===== src/rtl/mem_access_stage.sv =====
// Memory access stage between EX/MEM and MEM/WB. It issues one data-memory
// access per accepted instruction on a registered req/ack bus, with byte
// strobes and lane replication for stores. Load data is sign- or
// zero-extended. Misaligned, illegal and timed-out accesses are reported
// to writeback as exceptions.
// Latency: 1 cycle for non-memory ops and exceptions; for a load/store,
//   accept N, req N+1, and writeback one cycle after ack is sampled.
// Backpressure: mem_stall is high while an access is being launched or is
//   outstanding; upstream holds EX/MEM. Inputs are ignored in WAIT.
// Ports:
//   clk, reset          clock, async active-high reset
//   mem_*               instruction from EX/MEM (valid strobe, rd, controls,
//                       funct3, address/ALU result, store data)
//   mem_stall           combinational hold request to upstream
//   dmem_*              data-memory request bus (registered outputs)
//   wb_*                registered result toward writeback; wb_valid pulses
module mem_access_stage #(
  parameter int TIMEOUT_CYCLES = 16
) (
  input  logic        clk,
  input  logic        reset,
  input  logic        mem_valid,
  input  logic [4:0]  mem_rd,
  input  logic [1:0]  mem_mem_control,
  input  logic [1:0]  mem_wb_control,
  input  logic [2:0]  mem_funct3,
  input  logic [31:0] mem_result,
  input  logic [31:0] mem_write_data,
  output logic        mem_stall,
  output logic        dmem_req,
  output logic        dmem_we,
  output logic [31:0] dmem_addr,
  output logic [31:0] dmem_wdata,
  output logic [3:0]  dmem_wstrb,
  input  logic [31:0] dmem_rdata,
  input  logic        dmem_ack,
  output logic        wb_valid,
  output logic [4:0]  wb_rd,
  output logic [1:0]  wb_wb_control,
  output logic [31:0] wb_result,
  output logic [31:0] wb_read_data,
  output logic        wb_exc,
  output logic [1:0]  wb_exc_cause
);

  typedef enum logic {S_IDLE, S_WAIT} state_t;

  localparam logic [7:0] LP_TIMEOUT = 8'(TIMEOUT_CYCLES);
  localparam logic [1:0] CAUSE_MISALIGN = 2'd0;
  localparam logic [1:0] CAUSE_TIMEOUT  = 2'd1;
  localparam logic [1:0] CAUSE_ILLEGAL  = 2'd2;

  state_t      r_state;
  state_t      w_state_next;

  // Captured access context for the outstanding transaction
  logic [4:0]  r_rd;
  logic [1:0]  r_wbc;
  logic [31:0] r_result;
  logic [2:0]  r_funct3;
  logic        r_is_load;
  logic [7:0]  r_cnt;

  logic        w_rd_en;
  logic        w_wr_en;
  logic        w_any;
  logic        w_both;
  logic        w_ld_illegal;
  logic        w_st_illegal;
  logic        w_illegal;
  logic        w_misalign;
  logic        w_accept;
  logic        w_start;
  logic        w_exc_now;
  logic [1:0]  w_cause_now;
  logic [31:0] w_st_wdata;
  logic [3:0]  w_st_wstrb;
  logic [7:0]  w_ld_byte;
  logic [15:0] w_ld_half;
  logic [31:0] w_ld_data;
  logic [7:0]  w_cnt_inc;
  logic        w_timeout;

  assign w_rd_en = mem_mem_control[1];
  assign w_wr_en = mem_mem_control[0];
  assign w_any   = w_rd_en | w_wr_en;
  assign w_both  = w_rd_en & w_wr_en;

  assign w_ld_illegal = w_rd_en & ~w_wr_en &
                        ((mem_funct3 == 3'b011) | (mem_funct3 == 3'b110) |
                         (mem_funct3 == 3'b111));
  assign w_st_illegal = w_wr_en & ~w_rd_en & (mem_funct3 > 3'b010);
  assign w_illegal    = w_both | w_ld_illegal | w_st_illegal;

  // funct3[1:0] encodes size for both loads and stores (00 B, 01 H, 10 W)
  assign w_misalign = w_any & ~w_illegal &
                      (((mem_funct3[1:0] == 2'b01) & mem_result[0]) |
                       ((mem_funct3[1:0] == 2'b10) & (mem_result[1:0] != 2'b00)));

  assign w_accept    = (r_state == S_IDLE) & mem_valid;
  assign w_start     = w_accept & w_any & ~w_illegal & ~w_misalign;
  assign w_exc_now   = w_illegal | w_misalign;
  assign w_cause_now = w_illegal ? CAUSE_ILLEGAL : CAUSE_MISALIGN;

  assign mem_stall = (r_state == S_WAIT) | w_start;

  // Store lane replication and byte enables
  always_comb begin
    w_st_wdata = mem_write_data;
    w_st_wstrb = 4'b1111;
    case (mem_funct3[1:0])
      2'b00: begin
        w_st_wdata = {4{mem_write_data[7:0]}};
        w_st_wstrb = 4'b0001 << mem_result[1:0];
      end
      2'b01: begin
        w_st_wdata = {2{mem_write_data[15:0]}};
        w_st_wstrb = 4'b0011 << {mem_result[1], 1'b0};
      end
      default: begin
        w_st_wdata = mem_write_data;
        w_st_wstrb = 4'b1111;
      end
    endcase
  end

  // Load lane extraction using the low address bits captured at accept
  always_comb begin
    w_ld_byte = 8'h00;
    case (r_result[1:0])
      2'b00:   w_ld_byte = dmem_rdata[7:0];
      2'b01:   w_ld_byte = dmem_rdata[15:8];
      2'b10:   w_ld_byte = dmem_rdata[23:16];
      default: w_ld_byte = dmem_rdata[31:24];
    endcase
    w_ld_half = r_result[1] ? dmem_rdata[31:16] : dmem_rdata[15:0];
    w_ld_data = dmem_rdata;
    case (r_funct3)
      3'b000:  w_ld_data = {{24{w_ld_byte[7]}}, w_ld_byte};
      3'b001:  w_ld_data = {{16{w_ld_half[15]}}, w_ld_half};
      3'b100:  w_ld_data = {24'h000000, w_ld_byte};
      3'b101:  w_ld_data = {16'h0000, w_ld_half};
      default: w_ld_data = dmem_rdata;
    endcase
  end

  // Abort on the WAIT cycle whose increment would reach the limit; an ack in
  // that same cycle takes priority and completes normally.
  assign w_cnt_inc = r_cnt + 8'd1;
  assign w_timeout = (r_state == S_WAIT) & ~dmem_ack & (w_cnt_inc == LP_TIMEOUT);

  always_comb begin
    w_state_next = r_state;
    case (r_state)
      S_IDLE:  if (w_start) w_state_next = S_WAIT;
      S_WAIT:  if (dmem_ack || w_timeout) w_state_next = S_IDLE;
      default: w_state_next = S_IDLE;
    endcase
  end

  always_ff @(posedge clk or posedge reset) begin
    if (reset) begin
      r_state <= S_IDLE;
    end else begin
      r_state <= w_state_next;
    end
  end

  always_ff @(posedge clk or posedge reset) begin
    if (reset) begin
      r_rd          <= 5'd0;
      r_wbc         <= 2'd0;
      r_result      <= 32'd0;
      r_funct3      <= 3'd0;
      r_is_load     <= 1'b0;
      r_cnt         <= 8'd0;
      dmem_req      <= 1'b0;
      dmem_we       <= 1'b0;
      dmem_addr     <= 32'd0;
      dmem_wdata    <= 32'd0;
      dmem_wstrb    <= 4'd0;
      wb_valid      <= 1'b0;
      wb_rd         <= 5'd0;
      wb_wb_control <= 2'd0;
      wb_result     <= 32'd0;
      wb_read_data  <= 32'd0;
      wb_exc        <= 1'b0;
      wb_exc_cause  <= 2'd0;
    end else begin
      wb_valid <= 1'b0;
      wb_exc   <= 1'b0;
      case (r_state)
        S_IDLE: begin
          if (w_start) begin
            r_rd       <= mem_rd;
            r_wbc      <= mem_wb_control;
            r_result   <= mem_result;
            r_funct3   <= mem_funct3;
            r_is_load  <= w_rd_en;
            r_cnt      <= 8'd0;
            dmem_req   <= 1'b1;
            dmem_we    <= w_wr_en;
            dmem_addr  <= {mem_result[31:2], 2'b00};
            dmem_wdata <= w_wr_en ? w_st_wdata : 32'd0;
            dmem_wstrb <= w_wr_en ? w_st_wstrb : 4'b0000;
          end else if (w_accept) begin
            // Non-memory op or rejected access: complete in one cycle
            wb_valid      <= 1'b1;
            wb_rd         <= mem_rd;
            wb_result     <= mem_result;
            wb_read_data  <= 32'd0;
            wb_wb_control <= w_exc_now ? 2'b00 : mem_wb_control;
            wb_exc        <= w_exc_now;
            wb_exc_cause  <= w_exc_now ? w_cause_now : 2'd0;
          end
        end
        S_WAIT: begin
          if (dmem_ack) begin
            dmem_req      <= 1'b0;
            wb_valid      <= 1'b1;
            wb_rd         <= r_rd;
            wb_result     <= r_result;
            wb_wb_control <= r_wbc;
            wb_read_data  <= r_is_load ? w_ld_data : 32'd0;
            wb_exc_cause  <= 2'd0;
          end else if (w_timeout) begin
            dmem_req      <= 1'b0;
            wb_valid      <= 1'b1;
            wb_rd         <= r_rd;
            wb_result     <= r_result;
            wb_wb_control <= 2'b00;
            wb_read_data  <= 32'd0;
            wb_exc        <= 1'b1;
            wb_exc_cause  <= CAUSE_TIMEOUT;
          end else begin
            r_cnt <= w_cnt_inc;
          end
        end
        default: ;
      endcase
    end
  end

endmodule

===== config.mk =====
export PLATFORM = sky130hd
export DESIGN_NAME = mem_access_stage
export DESIGN_NICKNAME = d
export VERILOG_FILES = /design/src/rtl/mem_access_stage.sv
export SDC_FILE = /design/constraint.sdc
export NUM_CORES = 1
export LEC_CHECK = 0
export ABC_AREA = 1
export BUFFER_PORTS_ARGS = -buffer_cell sky130_fd_sc_hd__buf_2
export CAP_MARGIN = 0
export CORE_MARGIN = 3
export CORE_UTILIZATION = 45
export DETAILED_ROUTE_END_ITERATION = 8
export GPL_TIMING_DRIVEN = 0
export PLACE_DENSITY_LB_ADDON = 0.2
export RECOVER_POWER = 25
export SYNTH_ARGS = -nofsm -noshare
export SYNTH_HDL_FRONTEND = slang
export SYNTH_SLANG_ARGS = --single-unit

===== constraint.sdc =====
create_clock -name clk -period 5.1 [get_ports clk]
set_input_delay 0.255 -clock clk [delete_from_list [all_inputs] [get_ports clk]]
set_output_delay 0.255 -clock clk [all_outputs]
set_load 0.02 [all_outputs]

==> results of run 1 <==
[cell families after synthesis]
group | share of synthesized area
AOI/OAI and AO/OA | 0.130
xor gates and xnor gates | 0.00216
adders and majority gates | 0.00155
DFF | 0.510
other | 0.000463
and+or+nand+nor | 0.248
buffers and inverters | 0.108
[metal layers]
metal  wire length, µm  vias up  GRT usage
met5                32        -          0
met4               407        4     0.0745
met3              1580       28     0.0509
met2             11200      273      0.377
met1             10500     3629      0.325
li1                  -     3866          -
[repair_timing]
item | in CTS | in global routing
hold buffers | 1 | 0
endpoints found under the hold margin | 70 | 0
setup buffers | 0 | 0
[registers in the layout (all words and copies together), names as in the netlist]
signal and flops:
wb_result 32, dmem_we 1, r_funct3 3, wb_exc 1, r_rd 5, r_wbc 2, r_result 32, r_state 1
dmem_wdata 32, wb_read_data 32, wb_rd 5, dmem_wstrb 4, dmem_req 1, r_cnt 8, wb_valid 1, r_is_load 1
wb_exc_cause 2, wb_wb_control 2
[cell type report]
cell class	count	area (µm²)
multi-input combinational	700	3100
clock buffer	21	450
sequential	165	4130
antenna	2	5.00
clock inverter	11	128
fill	1692	7260
tap	225	282
inverter	89	335
buffer	92	541
timing repair buffer	256	1250
[worst max-delay path, stage by stage]
cell and delay (ns):
dlygate4sd3_1 0.53, buf_2 0.13, clkinvlp_2 1.79
[path summary, 6_finish.rpt]
path                       depth (start not counted)          endpoint               from
min                                                3          r_wbc[0]  mem_wb_control[0]
max                                                3      wb_result[1]              reset
min reg2reg                                        2   wb_read_data[7]    wb_read_data[7]
min in group asynchronous                          3     wb_result[29]              reset
max reg2reg                                       12  wb_read_data[28]           r_cnt[0]
max in group clk                                   8         mem_stall            r_state
[cells in the final DEF, fill, tap and decap left out, types with 17 or more instances in the layout]
cell type  synthesis  routed
a21oi_1           26      26
buf_2             17     223
buf_4             32      32
clkbuf_1          32      83
clkbuf_16          0      17
dfrtp_1          165     165
inv_1             87      86
nand2_1          377     377
nand3_1           73      73
nor2_1            30      30
o21ai_0          136     136
[through the flow]
stage	util	power (W)	instance area [µm²]	instances	worst slack [ns]
floorplan	-	0.00272	8100	1046	0.383
global placement	0.552	0.00320	9650	1525	-1.63
detailed placement	0.554	0.00323	9690	1526	2.94
CTS	0.588	0.00451	10300	1559	2.56
global route	0.584	0.00471	10200	1561	1.81
finish	0.584	0.00446	10200	1561	2.34
[cell usage after synthesis]
library cell | instances | share of area
inv_2 | 1 | 0.00046
clkinv_1 | 1 | 0.00046
nor2_2 | 2 | 0.0015
conb_1 | 1 | 0.00046
inv_1 | 87 | 0.040
dfrtp_1 | 165 | 0.51
a21oi_1 | 26 | 0.016
clkbuf_2 | 1 | 0.00062
o22ai_1 | 2 | 0.0015
or2_2 | 9 | 0.0070
buf_1 | 3 | 0.0014
nand3_1 | 73 | 0.045
nor3_1 | 2 | 0.0012
nand2_1 | 377 | 0.17
buf_6 | 7 | 0.0097
o21ai_1 | 10 | 0.0062
ha_1 | 1 | 0.0015
o221ai_1 | 8 | 0.0087
o21a_1 | 1 | 0.00093
nand2_2 | 2 | 0.0015
a211oi_1 | 3 | 0.0028
o21ai_0 | 136 | 0.084
clkbuf_1 | 32 | 0.015
nor2_1 | 30 | 0.014
buf_2 | 17 | 0.011
xor2_1 | 2 | 0.0022
nand4_1 | 4 | 0.0031
o211ai_1 | 10 | 0.0093
buf_4 | 32 | 0.030
[power by group through the flow]
| stage | Clock [W] | Combinational [W] | Sequential, W |
|---|---|---|---|
| finish | 0.00127 | 0.00142 | 0.00176 |
| global route | 0.00135 | 0.00157 | 0.00180 |
| CTS | 0.00129 | 0.00146 | 0.00176 |
| detailed placement | 0 | 0.00146 | 0.00178 |
| global placement | 0 | 0.00143 | 0.00177 |
| floorplan | 0 | 0.000748 | 0.00197 |
==> flow_summary_export.csv, run 1 <==
group,metric,value,unit
outcome,status,"finished with violations",
outcome,violations,"capacitance limit, slew limit",
floorplan,die_height,140,µm
route,dr.pass1.iters,5,
global_routing,grt_overflow,0,
timing,worstMarginPinSlew,3.19,ns
placed_design,gp_congestion,0.896,
timing,hold_slack,0.0593,ns
synthesis,yosysSeqAreaShare,0.510,
clock_network,clockRootBuffer,"clkbuf_16",
synthesis,synth-seq-cells,165,
route,avgRoutedWirePerCell,15.2,µm
critical_path,end_kind,"async pin",
synthesis,synth_area_per_cell,7.75,µm²
floorplan,die-area,19600,µm²
timing,fin_skew,0.00962,ns
pwr,cellPowerDensity,436,nW/µm²
clock_network,h-tree-depth,4,
synthesis,synth_warnings,0,
global_routing,gr-usage-all-layers,0.236,
clock_network,cts.reportedPaths.clkPinSlew,0.06,ns
timing,tns,0,ns
pwr,internal_power,0.00282,W
global_routing,antenna_found_initial,4,
pwr,switchingPower,0.00164,W
timing,period_share,0.541,
timing,setup_viol,0,
finish,layout-drive-gt1-share,0.231,
clock_network,clk_latency,0.42,ns
global_routing,grt_max_degree,96,
global_routing,grt_pass1_vias,7380,
critical_path,startpoint_type,"input pin",
critical_path,worstPathRequired,5.10,ns
job,cap_violations,1,
pwr,clockPowerShare,0.285,
pwr,combinationalPowerShare,0.319,
clock_network,cts_buffers,17,
clock_network,cts.repair.resized,0,
timing,slew_violations,71,
timing,max_slew_margin,-1.14,
pwr,vdd_drop_max,265,µV
clock_network,cts_buffer_depth,2,
worst_hold_path,min_path_type,"in2reg",
timing,rsz0062_at_grt,"false",
clock_network,cts_sinks,165,
finish,area_growth,26.2,%
synthesis,mappedNetlistArea,8100,µm²
route,ant_nets,0,
critical_path,r2r_slack,3.05,ns
floorplan,die_w,140,µm
placed_design,dp_hpwl,17.5,mm
route,drt_iter0_drc,572,
floorplan,io_pins,258,
floorplan,row_count,48,
placed_design,numPortBuffers,254,
pwr,p_sw_frac,0.367,
route,drc_errors,0,
timing,finalHoldViolCount,0,
clock_network,cts_tree,"built",
finish,nNetsFinal,1434,
critical_path,critical_path_class,"in2async",
floorplan,design.core.area,17500,µm²
critical_path,crit_arrival,2.75,ns
pwr,p_leak,5.59,nW
route,wirelength,23.7,mm
floorplan,start_util,0.463,
route,via_count,7800,
pwr,pwr-share-seq,0.396,
critical_path,critical_path.max_fanout,71,
timing,max_freq,363,MHz
synthesis,synthCells,1045,
synthesis,synth_cell_types,29,
timing,fin_crit,2.76,ns
route,vias_per_cell,5.00,
global_routing,grt_pass1_wl,37.4,mm
Note: power is estimated with default switching activity, not from simulation.
==> run 2: changes to the inputs <==
==> constraint.sdc (replaced) <==
create_clock -name clk -period 2.5 [get_ports clk]
set_input_delay 0.125 -clock clk [delete_from_list [all_inputs] [get_ports clk]]
set_output_delay 0.125 -clock clk [all_outputs]
set_load 0.02 [all_outputs]
==> run 2 against run 1 <==
Against the previous run:
- the flow now finishes without violations
- sequential power up 100%
- sequential share of layout area shrank 2.0 points
- combinational power is 110% higher
- clock power up 99%
- count of clock-buffer cells in the layout is 1 higher
- setup slack got worse by 2.1 ns
- via count rose by 3.0%
- register-to-register slack got worse by 2.6 ns
- routed wire length is 3.6% higher
- total power is 110% higher
- largest cell class unchanged
- highest routed layer unchanged
==> flow_summary_export.csv, run 2 (synthesized netlist as in run 1, its figures left out) <==
group,metric,value,unit
floorplan,design.core.area,17500,µm²
timing,setup_viol,0,
critical_path,startpoint_type,"input pin",
critical_path,critical_path.max_fanout,18,
pwr,switchingPower,0.00337,W
critical_path,timing.critical_path.buf_inv,6,
timing,fin_skew,0.0102,ns
finish,final_cell_mix,"nand2_1 (377), buf_2 (262), dfrtp_1 (165), o21ai_0 (136), inv_1 (86)",
route,drt_iter0_drc,553,
floorplan,die-area,19600,µm²
clock_network,cts_sinks,165,
timing,fin_ws,0.272,ns
placed_design,numPortBuffers,254,
critical_path,crit_arrival,2.10,ns
floorplan,row_count,48,
timing,fin_crit,2.23,ns
pwr,vdd_drop_max,466,µV
clock_network,clk_latency,0.42,ns
global_routing,grt_pass1_wl,39.1,mm
critical_path,reg2regPathDepth,8,
floorplan,die_height,140,µm
route,drc_errors,0,
critical_path,rr_endpoint,"dmem_wstrb[0]",
outcome,status,"finished clean",
finish,layout-drive-gt1-share,0.255,
finish,nNetsFinal,1484,
timing,slew_violations,0,
pwr,pwr-share-seq,0.394,
pwr,combinationalPowerShare,0.330,
route,vias_per_cell,4.99,
clock_network,cts_buffers,17,
critical_path,worstPathRequired,2.38,ns
pwr,internal_power,0.00577,W
critical_path,cpPeakStageDelay,0.54,ns
global_routing,grt_overflow,0,
critical_path,crit_chain,"dlygate4sd3_1, buf_2, inv_1, nor2_2, nand2_1, nand3_1, nor2_2, inv_2, clkbuf_4, nand2_1, buf_2",
critical_path,end_kind,"output pin",
critical_path,crit_path_end,"mem_stall",
clock_network,cts_tree,"built",
floorplan,io_pins,258,
pwr,p_sw_frac,0.369,
pwr,p_leak,5.94,nW
pwr,clockPowerShare,0.276,
floorplan,start_util,0.463,
global_routing,grt_max_degree,44,
critical_path,critical_path_class,"in2out",
clock_network,clockRootBuffer,"clkbuf_16",
placed_design,pre_cts_ws,0.476,ns
route,via_count,8033,
timing,finalHoldViolCount,0,
timing,period_share,0.891,
finish,mostFrequentLayoutCell,"nand2_1",
worst_hold_path,hold_depth,3,
route,avgRoutedWirePerCell,15.2,µm
critical_path,cp_slowest_cell,"dlygate4sd3_1",
clock_network,cts.reportedPaths.clkPinSlew,0.06,ns
worst_hold_path,min_path_type,"in2reg",
timing,rsz0062_at_grt,"false",
placed_design,gp_congestion,0.893,
timing,max_slew_margin,0.235,
critical_path,startpoint,"mem_funct3[0]",
floorplan,die_w,140,µm
timing,worstMarginPinSlew,1.14,ns
global_routing,antenna_found_initial,2,
critical_path,critPathTopFamily,"buffers and inverters",
job,cap_violations,0,
critical_path,r2r_slack,0.44,ns
finish,area_growth,32.6,%
route,wirelength,24.5,mm
timing,max_freq,449,MHz
pwr,cellPowerDensity,851,nW/µm²
worst_hold_path,min_from,"mem_result[25]",
critical_path,reg2reg_from,"r_state",
timing,tns,0,ns
route,ant_nets,0,
global_routing,grt_pass1_vias,7629,
clock_network,h-tree-depth,4,
route,dr.pass1.iters,5,
clock_network,cts_buffer_depth,2,
timing,hold_slack,0.0161,ns
critical_path,worst-path-stages,11,
placed_design,dp_hpwl,17.8,mm
global_routing,gr-usage-all-layers,0.247,
==> run 2: changes by cell type in the layout (fill, tap and decap cells not counted), sizes merged <==
| cell | before | now |
|---|---|---|
| inv | 88 | 89 |
| dlygate4sd3 | 1 | 49 |
| clkinvlp | 4 | 6 |
| clkbuf | 102 | 66 |
| bufinv | 2 | 1 |
| buf | 266 | 305 |
| clkinv | 6 | 3 |
| diode | 2 | 1 |
==> run 2: area by class of cell <==
| class | instances | area (µm²) |
|---|---|---|
| Fill cell | 1638 | 6740 |
| Sequential cell | 165 | 4130 |
| Multi-Input combinational cell | 700 | 3100 |
| Timing Repair Buffer | 307 | 1790 |
| Buffer | 91 | 538 |
| Clock buffer | 22 | 464 |
| Inverter | 89 | 335 |
| Tap cell | 225 | 282 |
| Clock inverter | 10 | 98.8 |
| Antenna cell | 1 | 2.50 |
==> run 2: worst reg2reg max path, cell delays in order (launching register included) <==
cell and delay [ns]:
dfrtp_1 0.47, nor2_1 0.22, nand3_1 0.12, nor2_2 0.18, inv_2 0.17, nor2_2 0.21, inv_1 0.11, clkbuf_1 0.24
o21ai_0 0.24
==> run 2: power by group through the flow <==
stage                     clock network [W]  registers [W]  logic, W
after detailed placement                  0        0.00363   0.00298
after floorplan                           0        0.00403   0.00153
after global placement                    0        0.00362   0.00292
final                               0.00253        0.00360   0.00301
after CTS                           0.00257        0.00359   0.00304
after global routing                0.00268        0.00367   0.00331
==> run 2: routing by layer <==
layer,vias up,track usage,part of all wire
li1,3958,-,-
met1,3764,0.333,0.44
met2,270,0.399,0.48
met3,39,0.0492,0.061
met4,2,0.0882,0.022
met5,-,0,0.00053
==> run 2: metrics by stage <==
stage | area [µm²] | util | cells | power [W]
finish | 10700 | 0.614 | 1610 | 0.00914
global route | 10700 | 0.614 | 1610 | 0.00966
CTS | 10800 | 0.617 | 1610 | 0.00920
floorplan | 8100 | - | 1046 | 0.00555
detailed placement | 9740 | 0.557 | 1529 | 0.00661
global placement | 9660 | 0.552 | 1525 | 0.00654
==> run 2: how the worst min path moves through the flow <==
| stage | end | slack [ns] |
|---|---|---|
| final | r_result[25] | 0.02 |
| after global routing | wb_read_data[1] | 0.003 |
| after CTS | dmem_wdata[4] | 0.002 |
| after detailed placement | wb_result[29] | 0.25 |
| after global placement | r_wbc[1] | 0.35 |
| after floorplan | r_wbc[0] | 0.24 |
==> run 2: timing repair <==
action,in CTS,in global routing
setup endpoints to repair,0,1
endpoints found under the hold margin,72,0
resized for setup,0,3
hold buffers,49,0
setup buffers,0,0
